`config.mk`:
```
export PLATFORM = sky130hd
export DESIGN_NAME = mem_port_arbiter
export DESIGN_NICKNAME = d
export VERILOG_FILES = /design/src/rtl/mem_port_arbiter.sv
export SDC_FILE = /design/constraint.sdc
export NUM_CORES = 1
export LEC_CHECK = 0
export ABC_CLOCK_PERIOD_IN_PS = 2800
export BUFFER_PORTS_ARGS = -buffer_cell sky130_fd_sc_hd__buf_2
export CORE_AREA = 5 5 205 207
export CTS_CLUSTER_DIAMETER = 30
export DETAILED_ROUTE_END_ITERATION = 10
export DIE_AREA = 0 0 210 212
export PLACE_DENSITY_LB_ADDON = 0.15
export RECOVER_POWER = 50
export SLEW_MARGIN = 20
export SYNTH_ARGS = -nofsm -noshare
export SYNTH_HDL_FRONTEND = slang
export SYNTH_SLANG_ARGS = --single-unit
```
`constraint.sdc`:
```
create_clock -name clk_i -period 2.8 [get_ports clk_i]
set_clock_uncertainty 0.15 [all_clocks]
set_input_delay 0.56 -clock clk_i [delete_from_list [all_inputs] [get_ports clk_i]]
set_output_delay 0.56 -clock clk_i [all_outputs]
set_load 0.01 [all_outputs]
```
`src/rtl/mem_port_arbiter.sv`:
```
// Two-port memory request arbiter with outstanding tracking and drain fence.
//
// The I-cache and D-cache request ports share one downstream memory request
// channel. Each accepted request is registered once and presented downstream
// with one cycle of latency. The registered tid carries the source in its MSB
// (0 = I-cache, 1 = D-cache) so responses can be routed back, also through a
// register stage.
//
// Ports:
//   clk_i, rst_ni                 clock, asynchronous active-low reset
//   icache_req_*                  I-cache read requests (valid/ready/addr/tid)
//   dcache_req_*                  D-cache requests (valid/ready/addr/tid/we/wdata)
//   mem_req_*                     shared downstream request (valid/ready/payload)
//   mem_rsp_*                     downstream response, no backpressure
//   icache_rsp_*, dcache_rsp_*    routed, registered responses
//   drain_req_i / drain_done_o    fence request level / one-cycle completion pulse

// Simulation-only checks on the arbiter's internal bookkeeping.
module mem_port_arbiter_checker #(
    parameter int CntWidth = 3
) (
    input logic                clk_i,
    input logic                rst_ni,
    input logic                i_dec,
    input logic                d_dec,
    input logic [CntWidth-1:0] i_cnt,
    input logic [CntWidth-1:0] d_cnt,
    input logic                i_grant,
    input logic                d_grant
);
    a_i_underflow: assert property (@(posedge clk_i) disable iff (!rst_ni)
        !(i_dec && (i_cnt == '0)))
        else $error("icache outstanding counter underflow");

    a_d_underflow: assert property (@(posedge clk_i) disable iff (!rst_ni)
        !(d_dec && (d_cnt == '0)))
        else $error("dcache outstanding counter underflow");

    a_one_grant: assert property (@(posedge clk_i) disable iff (!rst_ni)
        !(i_grant && d_grant))
        else $error("both request ports granted in one cycle");
endmodule

module mem_port_arbiter #(
    parameter int AddrWidth      = 64,
    parameter int DataWidth      = 64,
    parameter int MemTidWidth    = 2,
    parameter int MaxOutstanding = 4
) (
    input  logic                   clk_i,
    input  logic                   rst_ni,
    input  logic                   icache_req_valid_i,
    output logic                   icache_req_ready_o,
    input  logic [AddrWidth-1:0]   icache_req_addr_i,
    input  logic [MemTidWidth-1:0] icache_req_tid_i,
    input  logic                   dcache_req_valid_i,
    output logic                   dcache_req_ready_o,
    input  logic [AddrWidth-1:0]   dcache_req_addr_i,
    input  logic [MemTidWidth-1:0] dcache_req_tid_i,
    input  logic                   dcache_req_we_i,
    input  logic [DataWidth-1:0]   dcache_req_wdata_i,
    output logic                   mem_req_valid_o,
    input  logic                   mem_req_ready_i,
    output logic [AddrWidth-1:0]   mem_req_addr_o,
    output logic                   mem_req_we_o,
    output logic [DataWidth-1:0]   mem_req_wdata_o,
    output logic [MemTidWidth:0]   mem_req_tid_o,
    input  logic                   mem_rsp_valid_i,
    input  logic [MemTidWidth:0]   mem_rsp_tid_i,
    input  logic [DataWidth-1:0]   mem_rsp_rdata_i,
    output logic                   icache_rsp_valid_o,
    output logic [MemTidWidth-1:0] icache_rsp_tid_o,
    output logic [DataWidth-1:0]   icache_rsp_rdata_o,
    output logic                   dcache_rsp_valid_o,
    output logic [MemTidWidth-1:0] dcache_rsp_tid_o,
    output logic [DataWidth-1:0]   dcache_rsp_rdata_o,
    input  logic                   drain_req_i,
    output logic                   drain_done_o
);
    localparam int CntWidth = $clog2(MaxOutstanding + 1);
    localparam logic [CntWidth-1:0] CntMax = CntWidth'(MaxOutstanding);

    typedef enum logic [1:0] {
        ST_IDLE  = 2'd0,
        ST_DRAIN = 2'd1,
        ST_DONE  = 2'd2,
        ST_HOLD  = 2'd3
    } drain_state_e;

    drain_state_e state_r, state_next_s;

    logic                   rr_r;           // 1: D-cache wins the next tie
    logic [CntWidth-1:0]    i_cnt_r, d_cnt_r;
    logic                   out_valid_r;
    logic [AddrWidth-1:0]   out_addr_r;
    logic                   out_we_r;
    logic [DataWidth-1:0]   out_wdata_r;
    logic [MemTidWidth:0]   out_tid_r;
    logic                   i_rsp_valid_r, d_rsp_valid_r;
    logic [MemTidWidth-1:0] i_rsp_tid_r, d_rsp_tid_r;
    logic [DataWidth-1:0]   i_rsp_rdata_r, d_rsp_rdata_r;
    logic                   drain_done_r;

    logic out_free_s, i_elig_s, d_elig_s, i_grant_s, d_grant_s;
    logic i_rsp_hit_s, d_rsp_hit_s, all_empty_s;

    // Saturating-at-zero counter step; simultaneous inc/dec holds the value.
    function automatic logic [CntWidth-1:0] cnt_next(input logic [CntWidth-1:0] cnt,
                                                     input logic inc, input logic dec);
        logic [CntWidth-1:0] res;
        res = cnt;
        if (inc && !dec) begin
            res = cnt + CntWidth'(1'b1);
        end else if (dec && !inc && (cnt != '0)) begin
            res = cnt - CntWidth'(1'b1);
        end else begin
            res = cnt;
        end
        return res;
    endfunction

    // Eligibility and round-robin grant selection.
    always_comb begin
        out_free_s = !out_valid_r || mem_req_ready_i;
        i_elig_s   = icache_req_valid_i && (i_cnt_r < CntMax) &&
                     (state_r == ST_IDLE) && out_free_s;
        d_elig_s   = dcache_req_valid_i && (d_cnt_r < CntMax) &&
                     (state_r == ST_IDLE) && out_free_s;
        if (i_elig_s && d_elig_s) begin
            i_grant_s = !rr_r;
            d_grant_s = rr_r;
        end else begin
            i_grant_s = i_elig_s;
            d_grant_s = d_elig_s;
        end
    end

    assign icache_req_ready_o = i_grant_s;
    assign dcache_req_ready_o = d_grant_s;

    assign i_rsp_hit_s = mem_rsp_valid_i && !mem_rsp_tid_i[MemTidWidth];
    assign d_rsp_hit_s = mem_rsp_valid_i &&  mem_rsp_tid_i[MemTidWidth];
    assign all_empty_s = (i_cnt_r == '0) && (d_cnt_r == '0) && !out_valid_r;

    // Drain FSM next-state logic.
    always_comb begin
        state_next_s = state_r;
        case (state_r)
            ST_IDLE: begin
                if (drain_req_i) state_next_s = ST_DRAIN;
                else             state_next_s = ST_IDLE;
            end
            ST_DRAIN: begin
                if (!drain_req_i)     state_next_s = ST_IDLE;
                else if (all_empty_s) state_next_s = ST_DONE;
                else                  state_next_s = ST_DRAIN;
            end
            ST_DONE: state_next_s = ST_HOLD;
            ST_HOLD: begin
                if (!drain_req_i) state_next_s = ST_IDLE;
                else              state_next_s = ST_HOLD;
            end
            default: state_next_s = ST_IDLE;
        endcase
    end

    // Drain FSM state register and registered completion pulse.
    always_ff @(posedge clk_i or negedge rst_ni) begin
        if (!rst_ni) begin
            state_r      <= ST_IDLE;
            drain_done_r <= 1'b0;
        end else begin
            state_r      <= state_next_s;
            drain_done_r <= (state_next_s == ST_DONE);
        end
    end

    // Outstanding counters and round-robin pointer.
    always_ff @(posedge clk_i or negedge rst_ni) begin
        if (!rst_ni) begin
            i_cnt_r <= '0;
            d_cnt_r <= '0;
            rr_r    <= 1'b1;
        end else begin
            i_cnt_r <= cnt_next(i_cnt_r, i_grant_s, i_rsp_hit_s);
            d_cnt_r <= cnt_next(d_cnt_r, d_grant_s, d_rsp_hit_s);
            if (i_elig_s && d_elig_s) rr_r <= !rr_r;
        end
    end

    // Downstream output register: capture a grant, else retire on handshake.
    always_ff @(posedge clk_i or negedge rst_ni) begin
        if (!rst_ni) begin
            out_valid_r <= 1'b0;
            out_addr_r  <= '0;
            out_we_r    <= 1'b0;
            out_wdata_r <= '0;
            out_tid_r   <= '0;
        end else if (i_grant_s) begin
            out_valid_r <= 1'b1;
            out_addr_r  <= icache_req_addr_i;
            out_we_r    <= 1'b0;
            out_wdata_r <= '0;
            out_tid_r   <= {1'b0, icache_req_tid_i};
        end else if (d_grant_s) begin
            out_valid_r <= 1'b1;
            out_addr_r  <= dcache_req_addr_i;
            out_we_r    <= dcache_req_we_i;
            out_wdata_r <= dcache_req_wdata_i;
            out_tid_r   <= {1'b1, dcache_req_tid_i};
        end else if (mem_req_ready_i) begin
            out_valid_r <= 1'b0;
        end
    end

    // Response routing registers, steered by the tid source bit.
    always_ff @(posedge clk_i or negedge rst_ni) begin
        if (!rst_ni) begin
            i_rsp_valid_r <= 1'b0;
            i_rsp_tid_r   <= '0;
            i_rsp_rdata_r <= '0;
            d_rsp_valid_r <= 1'b0;
            d_rsp_tid_r   <= '0;
            d_rsp_rdata_r <= '0;
        end else begin
            i_rsp_valid_r <= i_rsp_hit_s;
            d_rsp_valid_r <= d_rsp_hit_s;
            if (i_rsp_hit_s) begin
                i_rsp_tid_r   <= mem_rsp_tid_i[MemTidWidth-1:0];
                i_rsp_rdata_r <= mem_rsp_rdata_i;
            end
            if (d_rsp_hit_s) begin
                d_rsp_tid_r   <= mem_rsp_tid_i[MemTidWidth-1:0];
                d_rsp_rdata_r <= mem_rsp_rdata_i;
            end
        end
    end

    assign mem_req_valid_o    = out_valid_r;
    assign mem_req_addr_o     = out_addr_r;
    assign mem_req_we_o       = out_we_r;
    assign mem_req_wdata_o    = out_wdata_r;
    assign mem_req_tid_o      = out_tid_r;
    assign icache_rsp_valid_o = i_rsp_valid_r;
    assign icache_rsp_tid_o   = i_rsp_tid_r;
    assign icache_rsp_rdata_o = i_rsp_rdata_r;
    assign dcache_rsp_valid_o = d_rsp_valid_r;
    assign dcache_rsp_tid_o   = d_rsp_tid_r;
    assign dcache_rsp_rdata_o = d_rsp_rdata_r;
    assign drain_done_o       = drain_done_r;

    mem_port_arbiter_checker #(.CntWidth(CntWidth)) u_checker (
        .clk_i   (clk_i),
        .rst_ni  (rst_ni),
        .i_dec   (i_rsp_hit_s),
        .d_dec   (d_rsp_hit_s),
        .i_cnt   (i_cnt_r),
        .d_cnt   (d_cnt_r),
        .i_grant (i_grant_s),
        .d_grant (d_grant_s)
    );
endmodule

```
==> results of run 1 <==
## layout make-up
cell class,instances,area (um2),area share
Timing Repair Buffer,559,2870,0.1738
Sequential cell,277,6934,0.4199
Tap cell,532,665.6,0.04031
Inverter,68,255.2,0.01546
Multi-Input combinational cell,459,3147,0.1906
Clock buffer,105,2213,0.1340
Antenna cell,5,12.51,0.0007577
Clock inverter,33,415.4,0.02516
## through the flow
step	cells	instance area [um2]	power, uW	hold slack (ps)	util
6_report	2038	16510	18780	54.25	0.4109
5_1_grt	2036	16510	19750	29.08	0.4108
4_1_cts	2033	16580	19090	13.45	0.4125
3_5_place_dp	1894	13930	10180	307.2	0.3467
3_3_place_gp	1894	13930	10140	303.3	0.3467
2_1_floorplan	866	10640	8104	114.4	-
## cells in the mapped netlist (all sizes together), types with 2 or more instances
cell type    n
a22o        65
nand2      205
inv         67
and4         2
mux2i        2
clkbuf      33
o211ai       4
xnor2        3
o21ai        3
nand2b       2
a222oi      66
nand3        8
buf         29
or3          2
a21o         3
fa           2
nor2b        3
dfrtp      276
and2         2
mux2        66
nor2         8
a31oi        2
a21oi        3
## kinds of logic (layout without fill, tap and decap cells)
| family | after synthesis | after routing |
|---|---|---|
| compound gates | 147 | 147 |
| xor+xnor | 3 | 3 |
| fa+ha+maj | 2 | 2 |
| buf+inv | 130 | 765 |
| flops | 277 | 277 |
| mux | 68 | 68 |
| other cells | 0 | 5 |
| simple gates | 239 | 239 |
## timing repair
item / CTS / global route
hold buffers: 1 / 0
setup endpoints to repair: 1 / 2
endpoints found under the hold margin: 59 / 0
resized for setup: 2 / 5
## per-layer routing
metal	vias up	GRT usage	share of wire
met4	8	0.07471	0.035
met1	4514	0.2039	0.39
met2	430	0.2765	0.48
li1	4229	-	-
met5	-	0	0.0013
met3	86	0.06375	0.090
## worst reg2reg max path, delay by kind of cell (launching register included)
kind	cells	cell delay [ps]
compound gates	1	170
fa+ha+maj	1	390
flops	1	550
simple gates	4	970
## worst paths after layout
| path | to | cells past startpoint | startpoint |
|---|---|---|---|
| worst max-delay path | dcache_req_ready_o | 4 | i_cnt_r[2] |
| worst min-delay path | icache_rsp_rdata_o[15] | 3 | mem_rsp_rdata_i[15] |
| worst max register to register | d_cnt_r[2] | 6 | rr_r |
| worst min register to register | icache_rsp_rdata_o[30] | 2 | icache_rsp_rdata_o[30] |
| max in group asynchronous | mem_req_addr_o[27] | 3 | rst_ni |
| min in group asynchronous | icache_rsp_rdata_o[60] | 2 | rst_ni |
## power by group through the flow
stage | Clock, uW | Combinational (uW) | Sequential, uW
final | 8740 | 4270 | 5770
after global placement | 0 | 4340 | 5800
after global routing | 9150 | 4690 | 5910
after detailed placement | 0 | 4370 | 5810
after floorplan | 0 | 1840 | 6260
after CTS | 8930 | 4400 | 5770
## sequential cells by signal, summed over array words and instances (netlist names), 3 cells and up
name,flops
icache_rsp_rdata_o,64
mem_req_tid_o,3
mem_req_wdata_o,64
dcache_rsp_rdata_o,64
i_cnt_r,3
mem_req_addr_o,64
d_cnt_r,3
==> impl_metrics.toml, run 1 <==
[run_status]
status = "complete, but fails checks"
violations = "capacitance limit, slew limit"

[setup_path]
critPathKind = "reg2out"
critPathBufInv = 2
crit_path_start_kind = "register"
slowest_stage = "dfrtp_2"
path_cells = "or3b_1 -> and4_4 -> buf_16 -> buf_2"
end_kind = "primary output"
r2r_slack_ps = 480
crit_fanout = 61
worstPathRequired_ps = 2090
arrival_ps = 2020
slowest_delay_ps = 440
crit_family = "simple AND/OR/NAND/NOR gates"

[drt]
drt_iter0_drc = 551
vias_per_cell = 4.547
routedWlPerCell_um = 19.46
drt-total-wl_mm = 39.67
firstDrtPassIters = 6
ant_nets = 0
drc = 0
num_vias = 9267

[die]
start_util = 0.2648
coreArea_um2 = 40180
die_area_um2 = 44520
io_pins = 541
die_w_um = 210
die_h_um = 212
rows = 74

[yosys]
synth.distinct_cells = 35
async_flop_share = 1.000
synth_nets = 1139
synth-compound-area-share = 0.1252
synth_seq_cells = 277
synth_area_leaders = "dfrtp_1 (65%), nand2_1 (7.2%), mux2_2 (7.0%), a222oi_1 (6.2%), a22o_1 (5.4%)"
synth_top_area_frac = 0.6492
synthSimpleGateAreaFrac = 0.09079
netlist_area_um2 = 10640
synth_xor_area_frac = 0.002470
synth_area_per_cell_um2 = 12.29
synthAdderAreaFrac = 0.003763
ys_warn_count = 0
seq_area_frac_synth = 0.6517
synth-edff-count = 0
syn_inst = 866
synth_flop_cell = "dfrtp_1"
synth_top_area_cell = "dfrtp_1"
synth_top_family_by_area = "compound AO/OA/AOI/OAI gates"
synthMuxAreaShare = 0.07174

[clock_network]
clkSlewWorstSetupHoldPaths_ps = 40
numCtsBuffers = 77
clockBufferDepth = 3
insertion_delay_ps = 550
cts-htree-levels = 3
cts_setup_buffers = 0
clock-sinks = 277
cts_tree = "yes"
cts-root-buf = "clkbuf_16"

[cells_and_area]
nets = 1715
n_fill_cell = 3982
layout_common_cells = "buf_2 (538), dfrtp_1 (275), nand2_1 (204)"
area_delta_synth_final_pct = 55.22
final_common_cell = "buf_2"
drive_above_1_share = 0.5030

[power]
seqPwrFrac = 0.307
power.internal_uw = 13250
p_per_area_nw_per_um2 = 1137
power_frac_comb = 0.227
ir_worst_vdd_v = 0.0006329
clkPwrFrac = 0.465
power.leakage_uw = 0.008917
netSwitchingFraction = 0.2947
p_switching_uw = 5535

[placement]
io_buffers = 540
pre_cts_ws_ps = 295.3
place.detailed.hpwl_mm = 28.27
gp_congestion = 0.8126

[grt]
grt_pass1_vias = 9800
grt-ovfl-total = 0
track_usage = 0.1703
grt_antenna_before_repair = 10
grt_first_pass_wirelength_mm = 58.99
grt_max_degree = 85

[timing]
drv_slew = 140
setup_viol = 0
period_minus_slack_ps = 2734
grt_setup_unrepaired = "no"
slew_headroom = -0.3597
fin_ws_ps = 66.22
max_freq_ghz = 0.3658
min_period_over_period = 0.9763
fin_setup_tns_ps = 0
tightest_slew_ps = 2039
hold_viol = 0

[worst_hold_path]
hold_path_class = "in2reg"

[flow_run]
cap_viol_max_count = 2
Power figures use the tool's default switching activity.
==> run 2, diff against run 1 <==
--- a/config.mk
+++ b/config.mk
@@ -13,6 +13,7 @@
 export DIE_AREA = 0 0 210 212
 export PLACE_DENSITY_LB_ADDON = 0.15
 export RECOVER_POWER = 50
+export REMOVE_ABC_BUFFERS = 1
 export SLEW_MARGIN = 20
 export SYNTH_ARGS = -nofsm -noshare
 export SYNTH_HDL_FRONTEND = slang
==> impl_metrics.toml, run 2 (synthesis results as in run 1) <==
[setup_path]
r2r-start = "d_cnt_r[2]"
crit_family = "simple AND/OR/NAND/NOR gates"
worstPathRequired_ps = 2090
cp.depth = 4
arrival_ps = 2000
crit_fanout = 47
crit_path_start_kind = "register"
path_cells = "or3b_1 -> and4_4 -> buf_12 -> buf_2"
ff2ff_path_depth = 6
r2r_end = "d_cnt_r[2]"
r2r_slack_ps = 460
end_kind = "primary output"
slowest_stage = "dfrtp_1"
critPathBufInv = 2
critPathKind = "reg2out"
slowest_delay_ps = 460

[die]
die_w_um = 210
rows = 74
die_area_um2 = 44520
coreArea_um2 = 40180
die_h_um = 212
io_pins = 541
start_util = 0.2648

[timing]
timing.hold.ws_ps = 55.02
period_minus_slack_ps = 2708
tightest_slew_ps = 1862
max_freq_ghz = 0.3693
hold_viol = 0
fin_ws_ps = 92.27
setup_viol = 0
min_period_over_period = 0.9670
slew_headroom = -0.2411
drv_slew = 146
grt_setup_unrepaired = "no"

[worst_hold_path]
hold_end = "icache_rsp_rdata_o[27]"
min_from = "mem_rsp_rdata_i[27]"
hold_path_class = "in2reg"
hold_depth = 3

[grt]
grt_antenna_before_repair = 15
track_usage = 0.1852
grt_max_degree = 80
grt_pass1_vias = 9884
grt_first_pass_wirelength_mm = 63.07
grt-ovfl-total = 0

[cells_and_area]
layout_common_cells = "buf_2 (540), dfrtp_1 (276), nand2_1 (204)"
final_common_cell = "buf_2"
nets = 1719
area_delta_synth_final_pct = 55.77
design_area_um2 = 16570
fin_cells = 2046
drive_above_1_share = 0.5020

[power]
p_per_area_nw_per_um2 = 1137
power.leakage_uw = 0.008952
ir_worst_vdd_v = 0.0005270
netSwitchingFraction = 0.2996
power.internal_uw = 13200
p_total_uw = 18850
clkPwrFrac = 0.457
power_frac_comb = 0.237
seqPwrFrac = 0.306
p_switching_uw = 5648

[clock_network]
cts_tree = "yes"
insertion_delay_ps = 560
numCtsBuffers = 76
clkSlewWorstSetupHoldPaths_ps = 40
clockBufferDepth = 3
cts-root-buf = "clkbuf_16"
cts-htree-levels = 3
clock-sinks = 277

[placement]
place.detailed.hpwl_mm = 30.98
io_buffers = 540
dpl-instance-area_um2 = 14020
pre_cts_ws_ps = 278.2
gp_congestion = 0.8808
numPlacedInstances = 1898

[drt]
firstDrtPassIters = 7
vias_per_cell = 4.558
drt-total-wl_mm = 43.05
drt_iter0_drc = 554
num_vias = 9325
ant_nets = 0
drc = 0
routedWlPerCell_um = 21.04

[run_status]
status = "complete, but fails checks"
violations = "capacitance limit, slew limit"

[flow_run]
cap_viol_max_count = 2
[run 2: routing by layer]
metal / vias up / global-route usage / share of wire
li1: 4246 / - / -
met4: 14 / 0.06796 / 0.025
met1: 4559 / 0.2171 / 0.38
met3: 75 / 0.08750 / 0.11
met5: - / 0 / 0.0024
met2: 431 / 0.2987 / 0.48
[run 2: what timing repair did]
action / 4_1_cts / 5_1_grt
hold buffers: 1 / 0
endpoints found under the setup margin: 1 / 2
resized for setup: 0 / 2
cloned: 1 / 0
buffers inserted: 0 / 0
hold endpoints to repair: 65 / 0
[run 2: layout make-up]
class | count | area (um2)
Sequential cell | 277 | 6933
Fill cell | 4016 | 23610
Multi-Input combinational cell | 459 | 3144
Timing Repair Buffer | 564 | 2974
Inverter | 68 | 255.2
Antenna cell | 10 | 25.02
Tap cell | 532 | 665.6
Clock buffer | 103 | 2167
Clock inverter | 33 | 407.9
[run 2: tightest hold or removal path, stage by stage]
cell	delay (ps)
buf_2	90
nand2_1	40
nand2_1	40
[run 2: worst max-delay path by stage]
stage                             startpoint                 end  slack, ps
after global routing              i_cnt_r[2]  dcache_req_ready_o         20
after CTS                         i_cnt_r[2]  icache_req_ready_o         20
after global placement    dcache_req_valid_i          d_cnt_r[2]        310
after detailed placement  dcache_req_valid_i          d_cnt_r[2]        280
after floorplan           icache_req_valid_i   mem_req_addr_o[0]      -3160
final                             i_cnt_r[2]  dcache_req_ready_o         90
[run 2: power by group through the flow]
stage / registers, uW / clock network (uW) / logic (uW)
6_report: 5760 / 8610 / 4470
5_1_grt: 5900 / 9030 / 4890
4_1_cts: 5770 / 8780 / 4620
3_5_place_dp: 5810 / 0 / 4550
3_3_place_gp: 5780 / 0 / 4540
2_1_floorplan: 6260 / 0 / 1790
[run 2: per-stage QoR]
stage	utilization	setup TNS, ps
2_1_floorplan	-	-512510
3_3_place_gp	0.3490	0
3_5_place_dp	0.3490	0
4_1_cts	0.4141	0
5_1_grt	0.4119	0
6_report	0.4124	0
